`config.mk`:
```
export PLATFORM = sky130hd
export DESIGN_NAME = edid_ddc_reader
export DESIGN_NICKNAME = d
export VERILOG_FILES = /design/src/rtl/edid_ddc_reader.sv
export SDC_FILE = /design/constraint.sdc
export NUM_CORES = 1
export LEC_CHECK = 0
export CORE_UTILIZATION = 29
export CTS_CLUSTER_SIZE = 20
export DETAILED_ROUTE_END_ITERATION = 12
export GPL_ROUTABILITY_DRIVEN = 0
export SYNTH_ARGS = -nofsm -noshare
export SYNTH_HDL_FRONTEND = slang
export SYNTH_SLANG_ARGS = --single-unit
```
`constraint.sdc`:
```
create_clock -name I_clk -period 6.35 [get_ports I_clk]
set_input_delay 0.9525 -clock I_clk [delete_from_list [all_inputs] [get_ports I_clk]]
set_output_delay 0.9525 -clock I_clk [all_outputs]
set_load 0.01 [all_outputs]
```
`src/rtl/edid_ddc_reader.sv`:
```
// EDID reader over DDC (I2C master): pulls NUM_BYTES from DEV_ADDR,
// streams each byte out and reports ACK errors and the checksum result.
module edid_ddc_reader #(
  parameter int         CLK_DIV   = 125,
  parameter int         NUM_BYTES = 128,
  parameter logic [6:0] DEV_ADDR  = 7'h50
) (
  input  logic       I_clk,
  input  logic       I_rst,
  input  logic       I_start,
  input  logic       I_scl,
  input  logic       I_sda,
  output logic       O_scl_oe,
  output logic       O_sda_oe,
  output logic       O_busy,
  output logic       O_byte_valid,
  output logic [6:0] O_byte_addr,
  output logic [7:0] O_byte_data,
  output logic       O_done,
  output logic       O_ack_err,
  output logic       O_csum_ok
);

  localparam int DW = $clog2(CLK_DIV + 1);
  localparam logic [DW-1:0] DIV_MAX = DW'(CLK_DIV - 1);
  localparam logic [6:0] LAST = 7'(NUM_BYTES - 1);

  localparam logic [3:0] S_IDLE    = 4'd0;
  localparam logic [3:0] S_START   = 4'd1;
  localparam logic [3:0] S_WR_BYTE = 4'd2;
  localparam logic [3:0] S_WR_ACK  = 4'd3;
  localparam logic [3:0] S_RSTART  = 4'd4;
  localparam logic [3:0] S_RD_BYTE = 4'd5;
  localparam logic [3:0] S_RD_ACK  = 4'd6;
  localparam logic [3:0] S_STOP    = 4'd7;
  localparam logic [3:0] S_DONE    = 4'd8;

  logic [3:0]    state;
  logic [1:0]    q;
  logic [DW-1:0] div_cnt;
  logic [2:0]    bit_cnt;
  logic [1:0]    wr_idx;
  logic [7:0]    tx;
  logic [7:0]    rx;
  logic [6:0]    byte_cnt;
  logic [7:0]    csum;
  logic [7:0]    rx_next;
  logic          active;
  logic          stall;
  logic          tick;
  logic          sample;
  logic          bit_end;
  logic          last_byte;

  assign active    = (state != S_IDLE) && (state != S_DONE);
  // A slave holding SCL low during Q2 restarts the quarter,
  // so the high phase is always a full quarter long.
  assign stall     = (q == 2'd2) && !I_scl;
  assign tick      = active && !stall && (div_cnt == DIV_MAX);
  assign sample    = tick && (q == 2'd2);
  assign bit_end   = tick && (q == 2'd3);
  assign last_byte = (byte_cnt == LAST);
  assign rx_next   = {rx[6:0], I_sda};

  assign O_busy = active;
  assign O_done = (state == S_DONE);

  always_comb begin
    O_scl_oe = 1'b0;
    O_sda_oe = 1'b0;
    case (state)
      S_START: O_sda_oe = (q == 2'd3);
      S_WR_BYTE: begin
        O_scl_oe = ~q[1];
        O_sda_oe = ~tx[7];
      end
      S_WR_ACK, S_RD_BYTE: O_scl_oe = ~q[1];
      S_RSTART: begin
        O_scl_oe = ~q[1];
        O_sda_oe = (q == 2'd3);
      end
      S_RD_ACK: begin
        O_scl_oe = ~q[1];
        O_sda_oe = ~last_byte;
      end
      S_STOP: begin
        O_scl_oe = ~q[1];
        O_sda_oe = 1'b1;
      end
      default: ;
    endcase
  end

  always_ff @(posedge I_clk or posedge I_rst) begin
    if (I_rst) begin
      state        <= S_IDLE;
      q            <= 2'd0;
      div_cnt      <= '0;
      bit_cnt      <= 3'd0;
      wr_idx       <= 2'd0;
      tx           <= 8'd0;
      rx           <= 8'd0;
      byte_cnt     <= 7'd0;
      csum         <= 8'd0;
      O_ack_err    <= 1'b0;
      O_csum_ok    <= 1'b0;
      O_byte_valid <= 1'b0;
      O_byte_addr  <= 7'd0;
      O_byte_data  <= 8'd0;
    end else begin
      O_byte_valid <= 1'b0;
      if (active) begin
        if (stall || div_cnt == DIV_MAX) div_cnt <= '0;
        else div_cnt <= div_cnt + 1'b1;
        if (tick) q <= q + 2'd1;
      end
      case (state)
        S_IDLE: begin
          if (I_start) begin
            state     <= S_START;
            q         <= 2'd0;
            div_cnt   <= '0;
            bit_cnt   <= 3'd0;
            wr_idx    <= 2'd0;
            byte_cnt  <= 7'd0;
            csum      <= 8'd0;
            tx        <= {DEV_ADDR, 1'b0};
            O_ack_err <= 1'b0;
            O_csum_ok <= 1'b0;
          end
        end
        S_START: if (bit_end) state <= S_WR_BYTE;
        S_WR_BYTE: begin
          if (bit_end) begin
            tx      <= {tx[6:0], 1'b0};
            bit_cnt <= bit_cnt + 3'd1;
            if (bit_cnt == 3'd7) state <= S_WR_ACK;
          end
        end
        S_WR_ACK: begin
          if (sample && I_sda) O_ack_err <= 1'b1;
          if (bit_end) begin
            if (O_ack_err) state <= S_STOP;
            else if (wr_idx == 2'd0) begin
              tx     <= 8'h00;
              wr_idx <= 2'd1;
              state  <= S_WR_BYTE;
            end else if (wr_idx == 2'd1) begin
              tx     <= {DEV_ADDR, 1'b1};
              wr_idx <= 2'd2;
              state  <= S_RSTART;
            end else state <= S_RD_BYTE;
          end
        end
        S_RSTART: if (bit_end) state <= S_WR_BYTE;
        S_RD_BYTE: begin
          if (sample) begin
            rx <= rx_next;
            if (bit_cnt == 3'd7) begin
              O_byte_valid <= 1'b1;
              O_byte_data  <= rx_next;
              O_byte_addr  <= byte_cnt;
              csum         <= csum + rx_next;
            end
          end
          if (bit_end) begin
            bit_cnt <= bit_cnt + 3'd1;
            if (bit_cnt == 3'd7) state <= S_RD_ACK;
          end
        end
        S_RD_ACK: begin
          if (bit_end) begin
            if (last_byte) state <= S_STOP;
            else begin
              byte_cnt <= byte_cnt + 7'd1;
              state    <= S_RD_BYTE;
            end
          end
        end
        S_STOP: begin
          if (bit_end) begin
            state     <= S_DONE;
            O_csum_ok <= (csum == 8'd0) && !O_ack_err;
          end
        end
        S_DONE: state <= S_IDLE;
        default: state <= S_IDLE;
      endcase
    end
  end

endmodule

```
Word-level counts from Yosys, hierarchy flattened
Index checks and enable logic that the tools add are counted.
{"block": "op_classes", "n_addsub": 5, "reduce_logical": 35, "mux": 56, "n_eq_ne": 30, "bitwise": 3}
{"operator": "$mux 8", "count": 9}
{"operator": "$mux 7", "count": 7}
{"operator": "$mux 4", "count": 9}
{"operator": "$pmux 4 s7", "count": 1}
{"operator": "$ne 2x2->1 const B", "count": 12}
{"operator": "$pmux 8 s3", "count": 1}
{"operator": "$mux 2", "count": 10}
{"operator": "$eq 4x3->1 const B", "count": 4}
{"operator": "$pmux 8 s2", "count": 1}
{"operator": "$add 7x1->7 const B", "count": 2}
{"operator": "$eq 7x7->1 const B", "count": 2}
{"operator": "$pmux 7 s2", "count": 1}
{"operator": "$mux 3", "count": 4}
{"operator": "$reduce_and 3->1", "count": 4}
{"operator": "$reduce_bool 2->1", "count": 5}
{"operator": "$reduce_and 9->1", "count": 1}
{"operator": "$add 8x8->8", "count": 1}
{"operator": "$eq 4x2->1 const B", "count": 2}
{"operator": "$logic_and 1x1->1", "count": 8}
{"operator": "$logic_not 8->1", "count": 1}
{"operator": "$mux 1", "count": 8}
{"operator": "$reduce_and 4->1", "count": 2}
{"operator": "$pmux 3 s2", "count": 1}
{"operator": "$reduce_and 6->1", "count": 1}
{"operator": "other kinds (24)", "count": 32}
{"block": "totals", "reg_bits": 66, "in_bits": 5, "wordCells": 143}

Depth between registers and ports, before layout
{"block": "logic_depth", "ltp_word": 9, "mapped_depth": 8, "mapped_depth_nobuf": 7}

Worst setup path before layout
Ideal clock, no wire load.
{"block": "synth_timing", "kind": "input-to-reg", "startpoint": "in I_sda", "endpoint": "reg csum[7]", "stages": 6, "setup_slack_ns": 3.855, "path_buffers": 0, "required_ns": 6.218, "arrival_time_ns": 2.364, "cell_sequence": "ha_1 > a211oi_1 > o21ai_0 > o41a_1 > o21ai_0 > or3b_1"}
{"block": "synth_between", "elab_chain_cells": 4}
{"element": "start, declared", "line_no": "12", "rtl": "input logic I_sda,"}
{"element": "$add 8x8->8", "line_no": "163", "rtl": "csum <= csum + rx_next;"}
{"element": "$mux 8", "line_no": "159", "rtl": "if (bit_cnt == 3'd7) begin"}
{"element": "$mux 8", "line_no": "157", "rtl": "if (sample) begin"}
{"element": "$pmux 8 s2", "line_no": "117", "rtl": "case (state)"}
{"element": "end signal, assigned", "line_no": "163"}
{"element": "end, declared", "line_no": "46", "rtl": "logic [7:0] csum;"}
No other way between the ends. The select of a mux whose other input is x is not followed.
A chain may end at the register's enable or synchronous reset.

Final worst setup path
{"block": "layout_timing", "startpoint": "reg state[1]", "endpoint": "out O_sda_oe"}
{"block": "layout_between", "elab_chain_cells": 3}
{"element": "start, declared", "line_no": "38", "rtl": "logic [3:0] state;"}
{"element": "start signal, assigned", "line_no": "96", "rtl": "state <= S_IDLE;"}
{"element": "start signal, assigned", "line_no": "120", "rtl": "state <= S_START;"}
{"element": "start signal, assigned", "line_no": "132", "rtl": "S_START: if (bit_end) state <= S_WR_BYTE;"}
{"element": "$eq 4x3->1 or $eq 4x1->1 (tied branches)", "line_no": "71", "rtl": "case (state)"}
{"element": "$reduce_or 2->1 (no source line)"}
{"element": "$pmux 1 s4 *", "line_no": "71"}
{"element": "end, declared", "line_no": "14", "rtl": "output logic O_sda_oe,"}
Every way passes the cells marked *; elsewhere a longest branch is shown, timed or not.

==> summary.md <==
| Metric | Value |
|---|---|
| Final period utilization | 54.6% |
| Register area | 1650 um^2 |
| Max clock buf depth | 2 |
| Largest net degree at the start of global routing | between 60 and 70 |
| Initial Util | approximately 30% |
| Top-area cell type share of the netlist area | 46.1% |
| Measured slew at the worst slew-check pin | 0.848 ns |
| Post-CTS sizing | 0 |
| Commonest cells in the netlist | dfrtp_1, nand2_1, nor2_1 |
| Crit-path cells | and4bb_2 -> o21a_1 -> o21bai_1 -> clkdlybuf4s50_1 |
| Worst r2r path cells | 4 |
| Share of post-route cells with drive strength above 1 | 15.5% |
| Worst EP arrival | 2.52 ns |
| Diode count | 0 |
| WS Path Type | reg2out |
| Chip Width | 113 um |
| Nets | 395 |
| CTS Buf Count | 9 |
| WP data required | approximately 5.4 ns |
| Syn nets | 367 |
| Yosys reg bits | 66 |
| Synth Area per Inst | 10.3 um^2 |
| Hold Path Depth | 2 |
| Worst skew pair latency | between 0.3 and 0.4 ns |
| Fillers | ~1200 |
| Crit-path max cell delay | 0.83 ns |
| Slowest CP cell | dfrtp_1 |
| Initial drt markers | 170 |
| Power Density | about 230 nW/um^2 |
| Vias/cell | 5.12 |
| Max Fclk | slightly below 0.3 GHz |
| Antenna violations before repair | 0 |
| Top area cells in the synthesized netlist | dfrtp_1, mux2_2, ha_1 |
| Tmin final | 3.47 ns |
| Syn-to-layout area delta | 19.7% |
| Core Region | 12000 um^2 |
| GRT Util Overall | a little over an eighth |
| Hold buffers post-CTS | 0 |
| Fin cells | 527 |
| Worst min path class | reg2reg |
| Final WL | 8.11 mm |
| CP endpoint kind | output pin |
| Placed Area | a little under 4000 um^2 |
| Final WS setup | 2.88 ns |
| Drt wl/cell | ~15 um |
| Antenna viol nets, final | 0 |
| Area leader, netlist | dfrtp_1 |
| Grt ovf | 0 |
| Vias in the first global route | between 2000 and 3000 |
| DR DRC count | 0 |
| # setup viols final | 0 |
| Final Instance Area | 4290 um^2 |
| First-pass GRT wire length | between 10 and 15 mm |
| Buffers inserted by post-CTS timing repair | 0 |
| Distinct cells, synth | 60 |
| Worst slew margin | between 40% and 50% |
| Port bufs | 26 |
| Critical Path Fanout Max | 20 |
| Fin. Hold Viols | 0 |
| Row count | 40 |
| Clk sinks | 66 |
| Post-synth top flop | dfrtp_1 |
| Ys Warns | 0 |
| Num ports | 27 |
| Die height | 113 um |
| Drt first pass iters | 4 |
| Post-synth ARST share | 100% |
| MaxCap Viol Count | 0 |
| Syn Inst Count | 347 |
| Area occupied by multi-input gates | ~1800 um^2 |
| Root Buffer | clkbuf_16 |
| DP Cell Count | approximately 500 |
| Crit start category | flop |
| Status | complete, no violations |
| Clock-pin slew on the worst setup and hold paths | 0.05 ns |
| Sequential share of the synthesized area | 46.1% |
| TritonCTS clock tree | yes |
| Pre-CTS setup slack | 3.20 ns |
| Clock skew | between 0.005 and 0.006 ns |
| Total vias in the final route | 2697 |
| Max-slew violation count | 0 |
| DIE AREA | 12800 um^2 |
| Hpwl dp | 5.69 mm |
| TNS Setup | 0 ns |
| H-tree depth | 3 |
| Synthesized area | 3580 um^2 |
| Number of flops mapped to enable cells by yosys | 0 |
| Worst vdd ir | 0.117 mV |
| Overall Power | 976 uW |
| Static Leak | 0.00187 uW |
| RSZ-0062 raised after global routing | no |
| Most common cell in the netlist | dfrtp_1 |
-- critical path: cells and delay by family (launching register included) --
family | cells | cell delay, ns
flip-flops | 1 | 0.83
AO/OA/AOI/OAI | 2 | 0.39
buffers and inverters | 1 | 0.57
AND/OR/NAND/NOR | 1 | 0.40
-- metrics by stage --
stage          util [%]  hold WS, ns
2_1_floorplan         -        0.443
3_3_place_gp       33.0        0.459
3_5_place_dp       33.0        0.470
4_1_cts            35.7        0.482
5_1_grt            35.7        0.516
6_report           35.7        0.480
-- logic make-up after synthesis --
logic type | Yosys count | share of synthesized area (%)
compound gates | 72 | 13.8
simple gates | 127 | 19.1
fa+ha+maj | 15 | 5.45
flops | 66 | 46.1
mux | 29 | 8.94
xor+xnor | 13 | 3.18
buf+inv | 25 | 3.42
-- cell type report --
cell class	instances	area share [%]
sequential	66	38.5
clock buffer	11	5.66
inverter	15	1.31
tap	147	4.29
timing repair buffer	27	6.24
clock inverter	5	1.81
multi-input combinational	256	42.2
-- report_power, final --
| part | internal, uW | switching (uW) | leakage, uW |
|---|---|---|---|
| sequential | 423 | 1.37 | 0.000889 |
| clock | 353 | 183 | 0.000156 |
| combinational | 4.71 | 11.2 | 0.000821 |
-- placed cells by master (no fill, tap or decap), types with 4 or more instances in the layout --
cell and n:
dfrtp_1 66, nand2_1 39, nor2_1 26, clkdlybuf4s50_1 26, mux2_2 24, a21oi_1 17
o21ai_0 15, ha_1 14, inv_1 13, nor3_1 9, clkbuf_16 9, nand3_1 8
xnor2_1 8, o31ai_1 8, nand4_1 7, nor2b_1 5, nand2b_1 5, mux2i_1 5
xor2_1 5, o21ai_2 4, and2_1 4
-- metal layers --
| layer | GRT usage [%] | up-vias | part of all wire, % |
|---|---|---|---|
| met5 | 0 | - | 0 |
| met4 | 6.32 | 0 | 2.1 |
| met3 | 2.30 | 14 | 2.8 |
| met2 | 20.9 | 48 | 45 |
| met1 | 19.1 | 1327 | 51 |
| li1 | - | 1308 | - |
-- flip-flops by register name, summed over array words and instances (netlist names) --
name / cells
csum: 8
O_ack_err: 1
state: 4
q: 2
wr_idx: 2
O_byte_addr: 7
div_cnt: 7
bit_cnt: 3
tx: 8
O_byte_data: 8
O_csum_ok: 1
O_byte_valid: 1
rx: 7
byte_cnt: 7
-- final timing paths --
path	startpoint	to	slack, ns
worst max-delay path	state[1]$_DFFE_PP0P_	O_sda_oe	2.88
worst min register to register	tx[4]$_DFFE_PP0P_	tx[4]$_DFFE_PP0P_	0.48
worst max register to register	state[1]$_DFFE_PP0P_	O_byte_data[6]$_DFFE_PP0P_	3.81
worst min-delay path	tx[4]$_DFFE_PP0P_	tx[4]$_DFFE_PP0P_	0.48
min in group asynchronous	I_rst	O_byte_addr[1]$_DFFE_PP0P_	1.20
max in group asynchronous	I_rst	O_ack_err$_DFFE_PP0P_	4.59
Power figures use the tool's default switching activity.
